File: src/rtl/id_ex_reg.sv
// ---------------------------------------------------------------------------
// id_ex_reg -- decode/execute pipeline register
//
// Captures the decoded instruction, its PC, both operands and the
// destination-register controls every cycle and presents them to the
// execute stage one cycle later. The pipeline control block can freeze the
// stage (hold_flag_i) or turn it into a bubble (jump_en_i). A bubble is the
// canonical NOP (addi x0,x0,0), so the execute stage writes nothing.
//
// Optional feature (macro ID_EX_FWD_EN):
//   When defined, a LOAD replaces an operand that carries a register value
//   with the execute stage's same-cycle write-back data if the indices match.
//   When undefined, the forwarding ports are present but ignored.
//
// Ports:
//   clk, rst_n              clock (rising edge), async active-low reset
//   inst_i, inst_addr_i     instruction and its PC from decode
//   op1_i, op2_i            operands from decode
//   rd_addr_i, rd_wen_i     destination register controls from decode
//   rs1_addr_i, rs2_addr_i  source indices (forwarding only)
//   op1_is_rs1_i            op1_i carries the rs1 value
//   op2_is_rs2_i            op2_i carries the rs2 value
//   hold_flag_i             freeze stage contents
//   jump_en_i               flush stage to a bubble (wins over hold)
//   ex_rd_addr_i/data/wen   execute-stage write-back (forwarding source)
//   inst_o .. rd_wen_o      registered copies presented to execute
//   valid_o                 stage holds a real instruction
//   bubble_cnt_o            saturating count of bubble cycles since reset
// ---------------------------------------------------------------------------
module id_ex_reg #(
    parameter logic [31:0] NOP_INST = 32'h0000_0013,
    parameter logic [31:0] NOP_ADDR = 32'h0000_0000
) (
    input  logic        clk,
    input  logic        rst_n,
    input  logic [31:0] inst_i,
    input  logic [31:0] inst_addr_i,
    input  logic [31:0] op1_i,
    input  logic [31:0] op2_i,
    input  logic [4:0]  rd_addr_i,
    input  logic        rd_wen_i,
    input  logic [4:0]  rs1_addr_i,
    input  logic [4:0]  rs2_addr_i,
    input  logic        op1_is_rs1_i,
    input  logic        op2_is_rs2_i,
    input  logic        hold_flag_i,
    input  logic        jump_en_i,
    input  logic [4:0]  ex_rd_addr_i,
    input  logic [31:0] ex_rd_data_i,
    input  logic        ex_rd_wen_i,
    output logic [31:0] inst_o,
    output logic [31:0] inst_addr_o,
    output logic [31:0] op1_o,
    output logic [31:0] op2_o,
    output logic [4:0]  rd_addr_o,
    output logic        rd_wen_o,
    output logic        valid_o,
    output logic [31:0] bubble_cnt_o
);

    logic [31:0] r_inst;
    logic [31:0] r_inst_addr;
    logic [31:0] r_op1;
    logic [31:0] r_op2;
    logic [4:0]  r_rd_addr;
    logic        r_rd_wen;
    logic        r_valid;
    logic [31:0] r_bubble_cnt;

    logic [31:0] w_op1_next;
    logic [31:0] w_op2_next;
    logic        w_bubble_edge;

`ifdef ID_EX_FWD_EN
    logic w_fwd_op1;
    logic w_fwd_op2;

    // Forward only a real write to a non-zero register that the operand
    // actually reads; x0 is hard-wired to zero and must never be bypassed.
    always_comb begin
        w_fwd_op1 = op1_is_rs1_i && ex_rd_wen_i && (ex_rd_addr_i != 5'd0)
                    && (ex_rd_addr_i == rs1_addr_i);
        w_fwd_op2 = op2_is_rs2_i && ex_rd_wen_i && (ex_rd_addr_i != 5'd0)
                    && (ex_rd_addr_i == rs2_addr_i);
        w_op1_next = w_fwd_op1 ? ex_rd_data_i : op1_i;
        w_op2_next = w_fwd_op2 ? ex_rd_data_i : op2_i;
    end
`else
    // Forwarding inputs exist on the port list but carry no function here.
    logic w_unused_fwd;

    always_comb begin
        w_op1_next   = op1_i;
        w_op2_next   = op2_i;
        w_unused_fwd = ^{rs1_addr_i, rs2_addr_i, op1_is_rs1_i, op2_is_rs2_i,
                         ex_rd_addr_i, ex_rd_data_i, ex_rd_wen_i};
    end
`endif

    // Stage contents: flush beats hold, hold beats load.
    always_ff @(posedge clk or negedge rst_n) begin
        if (!rst_n) begin
            r_inst      <= NOP_INST;
            r_inst_addr <= NOP_ADDR;
            r_op1       <= 32'd0;
            r_op2       <= 32'd0;
            r_rd_addr   <= 5'd0;
            r_rd_wen    <= 1'b0;
            r_valid     <= 1'b0;
        end else if (jump_en_i) begin
            r_inst      <= NOP_INST;
            r_inst_addr <= NOP_ADDR;
            r_op1       <= 32'd0;
            r_op2       <= 32'd0;
            r_rd_addr   <= 5'd0;
            r_rd_wen    <= 1'b0;
            r_valid     <= 1'b0;
        end else if (!hold_flag_i) begin
            r_inst      <= inst_i;
            r_inst_addr <= inst_addr_i;
            r_op1       <= w_op1_next;
            r_op2       <= w_op2_next;
            r_rd_addr   <= rd_addr_i;
            r_rd_wen    <= rd_wen_i;
            r_valid     <= 1'b1;
        end
    end

    // An edge yields a bubble when it flushes, or when it holds a stage that
    // is already a bubble.
    assign w_bubble_edge = jump_en_i || (hold_flag_i && !r_valid);

    // Saturating bubble counter; only reset clears it.
    always_ff @(posedge clk or negedge rst_n) begin
        if (!rst_n) begin
            r_bubble_cnt <= 32'd0;
        end else if (w_bubble_edge && (r_bubble_cnt != 32'hFFFF_FFFF)) begin
            r_bubble_cnt <= r_bubble_cnt + 32'd1;
        end
    end

    assign inst_o       = r_inst;
    assign inst_addr_o  = r_inst_addr;
    assign op1_o        = r_op1;
    assign op2_o        = r_op2;
    assign rd_addr_o    = r_rd_addr;
    assign rd_wen_o     = r_rd_wen;
    assign valid_o      = r_valid;
    assign bubble_cnt_o = r_bubble_cnt;

endmodule

File: config.mk
export PLATFORM = sky130hd
export DESIGN_NAME = id_ex_reg
export DESIGN_NICKNAME = d
export VERILOG_FILES = /design/src/rtl/id_ex_reg.sv
export SDC_FILE = /design/constraint.sdc
export NUM_CORES = 1
export LEC_CHECK = 0
export BUFFER_PORTS_ARGS = -buffer_cell sky130_fd_sc_hd__buf_2
export CAP_MARGIN = 20
export CORE_MARGIN = 10
export CORE_UTILIZATION = 49
export DETAILED_ROUTE_END_ITERATION = 7
export PLACE_DENSITY = 0.95
export SYNTH_ARGS = -nofsm -noshare
export SYNTH_HDL_FRONTEND = slang
export SYNTH_SLANG_ARGS = --single-unit
File: constraint.sdc
create_clock -name clk -period 3 [get_ports clk]
set_clock_uncertainty 0.15 [all_clocks]
set_input_delay 0 -clock clk [delete_from_list [all_inputs] [get_ports clk]]
set_output_delay 0 -clock clk [all_outputs]
set_load 0.01 [all_outputs]
# [After elaboration in Yosys (flattened, before gate mapping)]
# Index checks and enable logic that the tools add are counted.
[totals] regBits=167 elab_cells=29 input_bits=188 output_inout_bits=167
[classes] add_sub_neg=1 eq_ne=2 reduce_logical=4 muxes=14
[op_table] operator="2-to-1 mux 32 bit" n=8
[op_table] operator="adder 32 x 1 -> 32 bit, second input constant" n=1
[op_table] operator="inequality test 32 bit, second input constant" n=1
[op_table] operator="2-to-1 mux 5 bit" n=2
[op_table] operator="2-to-1 mux 1 bit" n=4
[op_table] operator="logical AND 1 bit" n=2
[op_table] operator="inequality test 2 x 1 -> 1 bit, second input constant" n=1
[op_table] operator="zero test 1 bit" n=1
[op_table] operator="logical OR 1 bit" n=1

# [Logic depth before layout (Yosys ltp)]
# Gate-level depths: netlist (run 1).
[logic_depth] word_depth=4 ltp_mapped=7 ltp_nobuf=6

# [Least setup slack after synthesis (run 1)]
# Ideal clock, no wire load.
[synth_path] kind="reg-to-reg" startpoint="register r_bubble_cnt[0] (netlist: bubble_cnt_o[0])" endpoint="register r_bubble_cnt[18] (netlist: bubble_cnt_o[18])" slack_ps=1045 path_buffers=0 period_less_slack_ps=1955 t_arrival_ps=1678 path_stages_with_launch=7 cell_sequence="dfrtp_1 -> ha_1 -> nand4_2 -> or2_1 -> a2111oi_4 -> nand4_1 -> xnor2_1"
[synth_via] elab_chain_len=2 word_cells_on_any_way=3 classes_between="1 x add/sub; 1 x eq/ne; 1 x reduce/logical"
[synth_lines] element="start, declared" line_no="68" text="logic [31:0] r_bubble_cnt;"
[synth_lines] element="start signal, assigned" line_no="138" text="r_bubble_cnt <= r_bubble_cnt + 32'd1;"
[synth_lines] element="branches (longest 2 deep; another with adder 32 x 1 -> 32 bit)"
# Several ways; the timed one is not identified.
# A chain may end at the register's enable or synchronous reset.

# [Worst setup path after layout (run 1)]
[layout_path] startpoint="input port hold_flag_i" endpoint="register r_inst_addr[26] (netlist: inst_addr_o[26])"
[layout_via] elab_chain_len=1
[layout_lines] element="start, declared" line_no="46" text="input logic hold_flag_i,"
[layout_lines] element="inequality test 2 x 1 -> 1 bit (no source line)"
[layout_lines] element="end signal, assigned" line_no="120" text="r_inst_addr <= inst_addr_i;"
[layout_lines] element="end, declared" line_no="62" text="logic [31:0] r_inst_addr;"
# No other way between the ends.

==> results of run 1 <==
==> flip-flops by register name, indices dropped and copies added (netlist names) <==
name	count
bubble_cnt_o	32
inst_addr_o	32
inst_o	32
op1_o	32
op2_o	32
rd_addr_o	5
rd_wen_o	1
valid_o	1
==> critical path: cells and delay by family <==
family / cells / cell delay [ns]
buf+inv: 4 / 1.77
mux: 1 / 0.34
simple gates: 1 / 0.08
==> through the flow <==
| step | instances | utilization (%) | worst slack, ns |
|---|---|---|---|
| after CTS | 1240 | 78.76 | 0.8097 |
| after global placement | 1034 | 62.11 | 0.8891 |
| after global routing | 1242 | 78.80 | 0.5895 |
| final | 1242 | 78.80 | 0.6380 |
| after detailed placement | 1034 | 62.11 | 0.8224 |
| after floorplan | 578 | - | 1.045 |
==> logic make-up (layout without fill, tap and decap cells) <==
group                    after synthesis  after routing
XOR/XNOR                              29             29
multiplexers                         132            132
AND/OR/NAND/NOR                      206            206
buffers and inverters                 35            517
AO/OA/AOI/OAI                          8              8
other                                  0              2
flip-flops                           167            167
adder cells (fa/ha/maj)                1              1
==> worst paths after layout <==
check,from,to,slack [ns],cells past startpoint
max,hold_flag_i,inst_addr_o[26]$_DFFE_PN0P_,0.64,6
min,jump_en_i,valid_o$_DFFE_PN0P_,0.16,2
max reg2reg,bubble_cnt_o[1]$_DFFE_PN0P_,bubble_cnt_o[4]$_DFFE_PN0P_,0.72,6
min reg2reg,bubble_cnt_o[20]$_DFFE_PN0P_,bubble_cnt_o[20]$_DFFE_PN0P_,0.35,1
max in group asynchronous,rst_n,inst_o[4]$_DFFE_PN1P_,1.64,4
min in group asynchronous,rst_n,inst_o[0]$_DFFE_PN1P_,0.52,3
==> power groups by stage <==
stage | clock (mW) | sequential, mW | combinational (mW)
after floorplan | 0 | 2.63 | 0.315
after global placement | 0 | 2.55 | 0.740
after detailed placement | 0 | 2.57 | 0.773
after CTS | 2.02 | 2.53 | 0.965
after global routing | 2.13 | 2.56 | 1.09
final | 2.01 | 2.55 | 1.01
==> per-layer routing <==
layer,GRT usage [%],wire (microns),share of wire [%],vias up
met5,0,13,0.049,-
met4,11.75,1003,3.8,2
met3,9.144,2289,8.7,82
met2,46.27,13470,51,382
met1,29.31,9502,36,3230
li1,-,-,-,2901
==> cell usage after synthesis (all sizes together) (3+ instances only) <==
| cell type | instances |
|---|---|
| nand4 | 13 |
| xnor2 | 25 |
| inv | 3 |
| nor3 | 4 |
| dfstp | 3 |
| xor2 | 4 |
| a211o | 3 |
| clkbuf | 17 |
| nor2 | 140 |
| buf | 15 |
| nand2 | 15 |
| nand3 | 15 |
| dfrtp | 164 |
| nor2b | 4 |
| mux2i | 131 |
| and3 | 3 |
==> cell type report <==
type,instances,area [sq um]
Multi-Input combinational cell,376,2611
Tap cell,180,225.2
Sequential cell,167,4183
Clock inverter,8,77.57
Fill cell,704,2943
Clock buffer,22,454.2
Antenna cell,2,5.005
Inverter,3,11.26
Timing Repair Buffer,484,3371
==> what timing repair did <==
item	in CTS	in global routing
endpoints found under the hold margin	300	0
buffers inserted	0	0
hold buffers	176	0
==> summary.md, run 1 <==
| Metric | Value |
|---|---|
| Status | `finished, final reports clean` |
| Sw power | `1.502 mW` |
| Commonest non-fill, non-tap cell in the layout | `buf_2` |
| Mean Syn Cell Area | `12.02 sq um` |
| Placed Instance Area | `8622 sq um` |
| Async SR Flop Fraction | `100.0%` |
| DIE WIDTH | `139.1 microns` |
| Setup CP Type | `in2reg` |
| Synth top area share | `59.06%` |
| Max Cap Viol | `0` |
| Drt initial violations | `475` |
| Global-route wire length before repair | `41720 microns` |
| Maximum ir drop on the vdd rail | `455.1 uV` |
| Resize count post-CTS | `0` |
| Residual DRC | `0` |
| P_leak | `5.958 nW` |
| Int Power | `4.059 mW` |
| Cell Area, Synth | `6949 sq um` |
| Synth Area in Adders | `0.1801%` |
| Seq/Total Area, Yosys | `60.19%` |
| Post-synth top area cell | `dfrtp_1` |
| Post-Route WL | `26280 microns` |
| Post-layout instance area | `10940 sq um` |
| GRT Overall Usage | `26.83%` |
| Seq cells post-synth | `167` |
| Cell repeated most along the worst path | `dlygate4sd3_1` |
| Post-route setup TNS | `0 ns` |
| CTS Root Cell | `clkbuf_16` |
| CTS tree | `yes` |
| Worst Tran Pin Value | `1.119 ns` |
| Synth-to-Final Area Change | `57.40%` |
| Core Region | `13880 sq um` |
| Worst-Skew Late Latency | `0.42 ns` |
| TritonCTS Buffers | `17` |
| Port buffer count | `304` |
| Max-slew headroom | `25.38%` |
| Initial DRT Pass Iterations | `5` |
| XOR/XNOR Fraction of Synth Area | `3.655%` |
| CP Capture Type | `flop` |
| Clock power frac | `36.1%` |
| Most used DFF post-synth | `dfrtp_1` |
| RSZ-0062 raised after global routing | `false` |
| Sw frac | `27.01%` |
| Wire length per cell | `21.16 microns` |
| CP max stage delay | `0.59 ns` |
| Row cnt | `43` |
| Distinct cells, synth | `38` |
| F_max | `0.4234 GHz` |
| Post-synthesis mux area share | `19.03%` |
| Slowest cell on the critical path | `dlygate4sd3_1` |
| CP Cell Sequence | `dlygate4sd3_1, buf_6, buf_12, mux2i_1, nor2_1, dlygate4sd3_1` |
| Post-synth EDFFs | `0` |
| Die height | `139.1 microns` |
| Complex-gate fraction of the synthesized area | `1.278%` |
| Via count of the first global-routing pass | `7241` |
| Clock Sinks | `167` |
| Synth Area in Simple Gates | `13.43%` |
| Critical path startpoint category | `input pin` |
| Gate power share | `18.1%` |
| DR vias | `6597` |
| Global route overflow | `0` |
| Detailed Place HPWL | `15070 microns` |
| ANT nets after route | `0` |
| Final Critical Period | `2.362 ns` |
| Hold_ws | `0.1626 ns` |
| Synth top area cells | `dfrtp_1 59%, mux2i_1 19%, nor2_1 7.6%` |
| CTS Buffer Depth | `2` |
| Period Utilization, post-route | `78.73%` |
| Routed vias/inst | `5.312` |
| Worst EP required | `3.15 ns` |
| Synth Net Count | `767` |
| Fraction of layout instances using a drive strength above 1 | `32.74%` |
| Flop pwr share | `45.8%` |
| Main combinational cell family by area after synthesis | `multiplexers` |
| H-tree depth | `4` |
| Die area | `19350 sq um` |
| Worst EP arrival | `2.51 ns` |
| IO Count | `355` |
| Synthesized instance count | `578` |
| PwrDens | `508.4 nW/um^2` |
| Largest net degree at the start of global routing | `138` |
| Power, Total | `5.561 mW` |
| Leading cell types in the layout, fill and taps excluded | `301 x buf_2, 175 x dlygate4sd3_1, 164 x dfrtp_1, 140 x nor2_1, 131 x mux2i_1` |
| Max-slew violation count | `0` |
| Initial antenna violation count | `3` |
| Clock-pin slew of the registers on the worst-case setup and hold paths | `0.06 ns` |
| Starting Density | `50.06%` |
| Worst-path fanout max | `137` |
| GP Congestion | `0.8291` |
| Fin. Hold Viols | `0` |
| Nets@finish | `1238` |
| Yosys warnings | `0` |
| Setup violations, final | `0` |
| Hold WC Path Type | `in2reg` |
Power figures use the tool's default switching activity.
==> run 2, diff against run 1 <==
--- a/config.mk
+++ b/config.mk
@@ -8,9 +8,9 @@
 export BUFFER_PORTS_ARGS = -buffer_cell sky130_fd_sc_hd__buf_2
 export CAP_MARGIN = 20
 export CORE_MARGIN = 10
-export CORE_UTILIZATION = 49
+export CORE_UTILIZATION = 46
 export DETAILED_ROUTE_END_ITERATION = 7
-export PLACE_DENSITY = 0.95
+export PLACE_DENSITY = 0.91
 export SYNTH_ARGS = -nofsm -noshare
 export SYNTH_HDL_FRONTEND = slang
 export SYNTH_SLANG_ARGS = --single-unit
==> constraint.sdc (replaced) <==
create_clock -name clk -period 2.38 [get_ports clk]
set_clock_uncertainty 0.15 [all_clocks]
set_input_delay 0 -clock clk [delete_from_list [all_inputs] [get_ports clk]]
set_output_delay 0 -clock clk [all_outputs]
set_load 0.01 [all_outputs]
==> summary.md, run 2 (synthesis gave the netlist of run 1 again) <==
| Metric | Value |
|---|---|
| Worst Tran Pin Value | `0.9613 ns` |
| Via count of the first global-routing pass | `7063` |
| DIE WIDTH | `142.9 microns` |
| Initial DRT Pass Iterations | `5` |
| Resize count post-CTS | `0` |
| Routed vias/inst | `5.390` |
| Core Region | `14640 sq um` |
| TritonCTS Buffers | `17` |
| Wire length per cell | `21.32 microns` |
| Initial antenna violation count | `5` |
| Hold WC Path Type | `in2reg` |
| Max Cap Viol | `0` |
| Largest net degree at the start of global routing | `138` |
| Die area | `20420 sq um` |
| Period Utilization, post-route | `93.04%` |
| Final Critical Period | `2.214 ns` |
| Die height | `142.9 microns` |
| P_leak | `5.844 nW` |
| Flop2flop setup slack | `0.17 ns` |
| Reg2reg end | `bubble_cnt_o[1]$_DFFE_PN0P_` |
| Worst EP required | `2.53 ns` |
| Max-slew headroom | `35.91%` |
| Commonest non-fill, non-tap cell in the layout | `buf_2` |
| Drt initial violations | `398` |
| Leading cell types in the layout, fill and taps excluded | `301 x buf_2, 164 x dfrtp_1, 151 x dlygate4sd3_1, 140 x nor2_1, 131 x mux2i_1` |
| CTS tree | `yes` |
| Final core occ | `73.55%` |
| Port buffer count | `304` |
| PwrDens | `671.5 nW/um^2` |
| Hold path cells | `3` |
| Status | `finished, final reports clean` |
| GP Congestion | `0.8430` |
| Worst-path fanout max | `12` |
| GRT Overall Usage | `24.95%` |
| Reg2Reg Depth | `5` |
| IO Count | `355` |
| Post-Route WL | `26150 microns` |
| Fin. Hold Viols | `0` |
| Row cnt | `44` |
| Hold Path End | `inst_o[6]$_DFFE_PN0P_` |
| Hold Startpoint | `jump_en_i` |
| CP Capture Type | `flop` |
| Post-route setup TNS | `0 ns` |
| Nets@finish | `1214` |
| Detailed Place HPWL | `14620 microns` |
| Clock Sinks | `167` |
| Clock-pin slew of the registers on the worst-case setup and hold paths | `0.07 ns` |
| H-tree depth | `4` |
| Synth-to-Final Area Change | `54.99%` |
| Max-slew violation count | `0` |
| Global-route wire length before repair | `39930 microns` |
| Worst-Skew Late Latency | `0.41 ns` |
| F_max | `0.4516 GHz` |
| CTS Buffer Depth | `2` |
| Setup violations, final | `0` |
| Fraction of layout instances using a drive strength above 1 | `33.72%` |
| Residual DRC | `0` |
| Starting Density | `47.45%` |
| Setup CP Type | `reg2reg` |
| RSZ-0062 raised after global routing | `false` |
| Global route overflow | `0` |
| Maximum ir drop on the vdd rail | `456.6 uV` |
| Reg2reg start | `bubble_cnt_o[0]$_DFFE_PN0P_` |
| DR vias | `6613` |
| Worst EP arrival | `2.36 ns` |
| ANT nets after route | `0` |
| Critical path startpoint category | `flop` |
| CTS Root Cell | `clkbuf_16` |
[run 2: cell type report]
class | instances | area, sq um
flip-flops and latches | 167 | 4183
fillers | 858 | 3874
repair buffers | 460 | 3123
multi-input cells | 376 | 2611
clock buffers | 21 | 450.4
well taps | 184 | 230.2
clock inverters | 11 | 148.9
diodes | 5 | 12.51
inverters | 3 | 11.26
[run 2: how the worst max path moves through the flow]
stage                                           start                           end  slack [ns]  cells after the start
after floorplan           bubble_cnt_o[0]$_DFFE_PN0P_  bubble_cnt_o[18]$_DFFE_PN0P_        0.43                      6
after global placement    bubble_cnt_o[0]$_DFFE_PN0P_   bubble_cnt_o[1]$_DFFE_PN0P_        0.28                      5
after detailed placement  bubble_cnt_o[0]$_DFFE_PN0P_   bubble_cnt_o[1]$_DFFE_PN0P_        0.21                      5
after CTS                 bubble_cnt_o[0]$_DFFE_PN0P_   bubble_cnt_o[1]$_DFFE_PN0P_        0.19                      5
after global routing      bubble_cnt_o[0]$_DFFE_PN0P_   bubble_cnt_o[1]$_DFFE_PN0P_        0.05                      5
final                     bubble_cnt_o[0]$_DFFE_PN0P_   bubble_cnt_o[1]$_DFFE_PN0P_        0.17                      5
[run 2: repair_timing]
| item | CTS | global route |
|---|---|---|
| buffers inserted | 0 | 0 |
| hold buffers | 151 | 0 |
| setup endpoints to repair | 0 | 0 |
| endpoints found under the hold margin | 299 | 0 |
[run 2: per-layer routing]
layer | vias to the layer above | GRT usage, % | share of wire [%] | wire, microns
li1 | 2860 | - | - | -
met4 | 0 | 9.338 | 3.1 | 807
met5 | - | 0 | 0 | 0
met3 | 68 | 9.519 | 10 | 2731
met2 | 401 | 43.48 | 51 | 13300
met1 | 3284 | 26.94 | 36 | 9314
[run 2: power by group]
part / leakage [nW] / internal, mW / switching, mW
logic: 3.35 / 0.596 / 0.628
clock network: 0.284 / 1.68 / 1.12
registers: 2.21 / 3.03 / 0.167
[run 2: worst max-delay path, stage by stage, from the launching register on]
cell     delay (ns)
dfrtp_1        0.41
ha_1           0.24
nand4_2        0.20
nor4b_2        0.43
a31oi_2        0.32
mux2_2         0.35
[run 2: metrics by stage]
stage	total power, mW	std cells	area [sq um]	setup WS [ns]	hold WS [ns]
finish	7.232	1227	10770	0.1655	0.05583
floorplan	3.707	578	6949	0.4250	-0.4456
detailed placement	4.214	1039	8647	0.2119	-0.1377
CTS	7.208	1222	10760	0.1940	0.1128
global placement	4.167	1039	8647	0.2815	-0.1467
global route	7.518	1227	10770	0.04840	0.1158
==> run 3, diff against run 2 <==
--- a/config.mk
+++ b/config.mk
@@ -10,7 +10,7 @@
 export CORE_MARGIN = 10
 export CORE_UTILIZATION = 46
 export DETAILED_ROUTE_END_ITERATION = 7
-export PLACE_DENSITY = 0.91
+export PLACE_DENSITY = 0.81
 export SYNTH_ARGS = -nofsm -noshare
 export SYNTH_HDL_FRONTEND = slang
 export SYNTH_SLANG_ARGS = --single-unit
==> summary.md, run 3 (synthesis gave the netlist of run 1 again) <==
| Metric | Value |
|---|---|
| Fraction of layout instances using a drive strength above 1 | `34.50%` |
| P_leak | `5.788 nW` |
| Post-Route WL | `25400 microns` |
| Setup bufs post-CTS | `0` |
| Fin. Hold Viols | `0` |
| Residual DRC | `0` |
| Int Power | `5.257 mW` |
| H-tree depth | `4` |
| Final Critical Period | `2.179 ns` |
| Die height | `142.9 microns` |
| # hold bufs at CTS | `138` |
| Maximum ir drop on the vdd rail | `448.1 uV` |
| Leading cell types in the layout, fill and taps excluded | `301 x buf_2, 164 x dfrtp_1, 140 x nor2_1, 138 x dlygate4sd3_1, 131 x mux2i_1` |
| Clock-pin slew of the registers on the worst-case setup and hold paths | `0.07 ns` |
| Worst Tran Pin Value | `1.125 ns` |
| Wire length per cell | `20.92 microns` |
| Worst-Skew Late Latency | `0.42 ns` |
| Max-slew headroom | `25.03%` |
| DIE WIDTH | `142.9 microns` |
| GRT Overall Usage | `24.73%` |
| Post-layout instance area | `10660 sq um` |
| Sw power | `1.989 mW` |
| Synth-to-Final Area Change | `53.37%` |
| Hold Path End | `op2_o[24]$_DFFE_PN0P_` |
| Flop2flop setup slack | `0.20 ns` |
| Placed Instance Area | `8655 sq um` |
| Worst EP arrival | `2.33 ns` |
| Via count of the first global-routing pass | `6861` |
| Row cnt | `44` |
| Sw frac | `27.45%` |
| Max Cap Viol | `0` |
| Port buffer count | `304` |
| ANT nets after route | `0` |
| Resize count post-CTS | `0` |
| Initial DRT Pass Iterations | `5` |
| TritonCTS Buffers | `17` |
| Status | `finished, final reports clean` |
| Post-route setup TNS | `0 ns` |
| Max-slew violation count | `0` |
| Worst setup startpoint | `bubble_cnt_o[0]$_DFFE_PN0P_` |
| GP Congestion | `0.8241` |
| Clock power frac | `39.5%` |
| CTS tree | `yes` |
| Worst EP required | `2.53 ns` |
| Gate power share | `16.4%` |
| Setup violations, final | `0` |
| Reg2Reg Depth | `5` |
| Core Region | `14640 sq um` |
| Clock Sinks | `167` |
| DR vias | `6335` |
| IO Count | `355` |
| CP Capture Type | `flop` |
| Hold WC Path Type | `in2reg` |
| Initial antenna violation count | `4` |
| Global route overflow | `0` |
| Reg2reg start | `bubble_cnt_o[0]$_DFFE_PN0P_` |
| Period Utilization, post-route | `91.53%` |
| Die area | `20420 sq um` |
| Critical path startpoint category | `flop` |
| Flop pwr share | `44.1%` |
| Detailed Place HPWL | `15340 microns` |
| Routed vias/inst | `5.218` |
| Setup CP Type | `reg2reg` |
| Drt initial violations | `323` |
| Commonest non-fill, non-tap cell in the layout | `buf_2` |
| Largest net degree at the start of global routing | `138` |
| CTS Buffer Depth | `2` |
| CTS Root Cell | `clkbuf_16` |
| Nets@finish | `1202` |
| Worst-path fanout max | `12` |
| Global-route wire length before repair | `39370 microns` |
| Reg2reg end | `bubble_cnt_o[1]$_DFFE_PN0P_` |
| Hold path cells | `4` |
| F_max | `0.4590 GHz` |
| PwrDens | `679.9 nW/um^2` |
| Hold Startpoint | `hold_flag_i` |
| Starting Density | `47.45%` |
| RSZ-0062 raised after global routing | `false` |
| Power, Total | `7.247 mW` |
==> run 3: stage by stage <==
stage               cells  hold WS, ns  setup WS (ns)  util, %
finish               1214      0.08953         0.2015    72.78
global route         1214       0.1928        0.05862    72.78
CTS                  1210       0.1210         0.2062    72.71
detailed placement   1040      -0.1604         0.2228    59.10
global placement     1040      -0.1632         0.2763    59.10
floorplan             578      -0.4456         0.4250        -
==> run 3: worst max path at each step <==
stage                                              end  cells past startpoint
after global routing       bubble_cnt_o[1]$_DFFE_PN0P_                      5
after detailed placement   bubble_cnt_o[1]$_DFFE_PN0P_                      5
final                      bubble_cnt_o[1]$_DFFE_PN0P_                      5
after floorplan           bubble_cnt_o[18]$_DFFE_PN0P_                      6
after global placement     bubble_cnt_o[1]$_DFFE_PN0P_                      5
after CTS                  bubble_cnt_o[1]$_DFFE_PN0P_                      5
==> run 3: layout make-up <==
cell class	count	area (sq um)
repair buffers	448	3000
well taps	184	230.2
fillers	946	3986
diodes	4	10.01
clock buffers	19	452.9
flip-flops and latches	167	4183
multi-input cells	376	2611
clock inverters	13	158.9
inverters	3	11.26
==> run 3: critical path: stages (launching register included) <==
cell	delay [ns]
dfrtp_1	0.43
ha_1	0.23
nand4_2	0.17
nor4b_2	0.40
a31oi_2	0.32
mux2_2	0.35
==> run 3: routing by layer <==
| metal | GRT usage [%] | vias up | part of all wire [%] |
|---|---|---|---|
| met5 | 0 | - | 0 |
| met4 | 14.82 | 0 | 5.3 |
| met3 | 8.590 | 86 | 8.9 |
| met2 | 41.13 | 325 | 49 |
| met1 | 26.78 | 3087 | 37 |
| li1 | - | 2837 | - |
==> run 3: power groups by stage <==
stage	clock network [mW]	registers [mW]	logic [mW]
floorplan	0	3.31	0.397
global placement	0	3.21	0.954
finish	2.86	3.20	1.19
detailed placement	0	3.23	0.973
global route	3.04	3.22	1.28
CTS	2.90	3.18	1.16
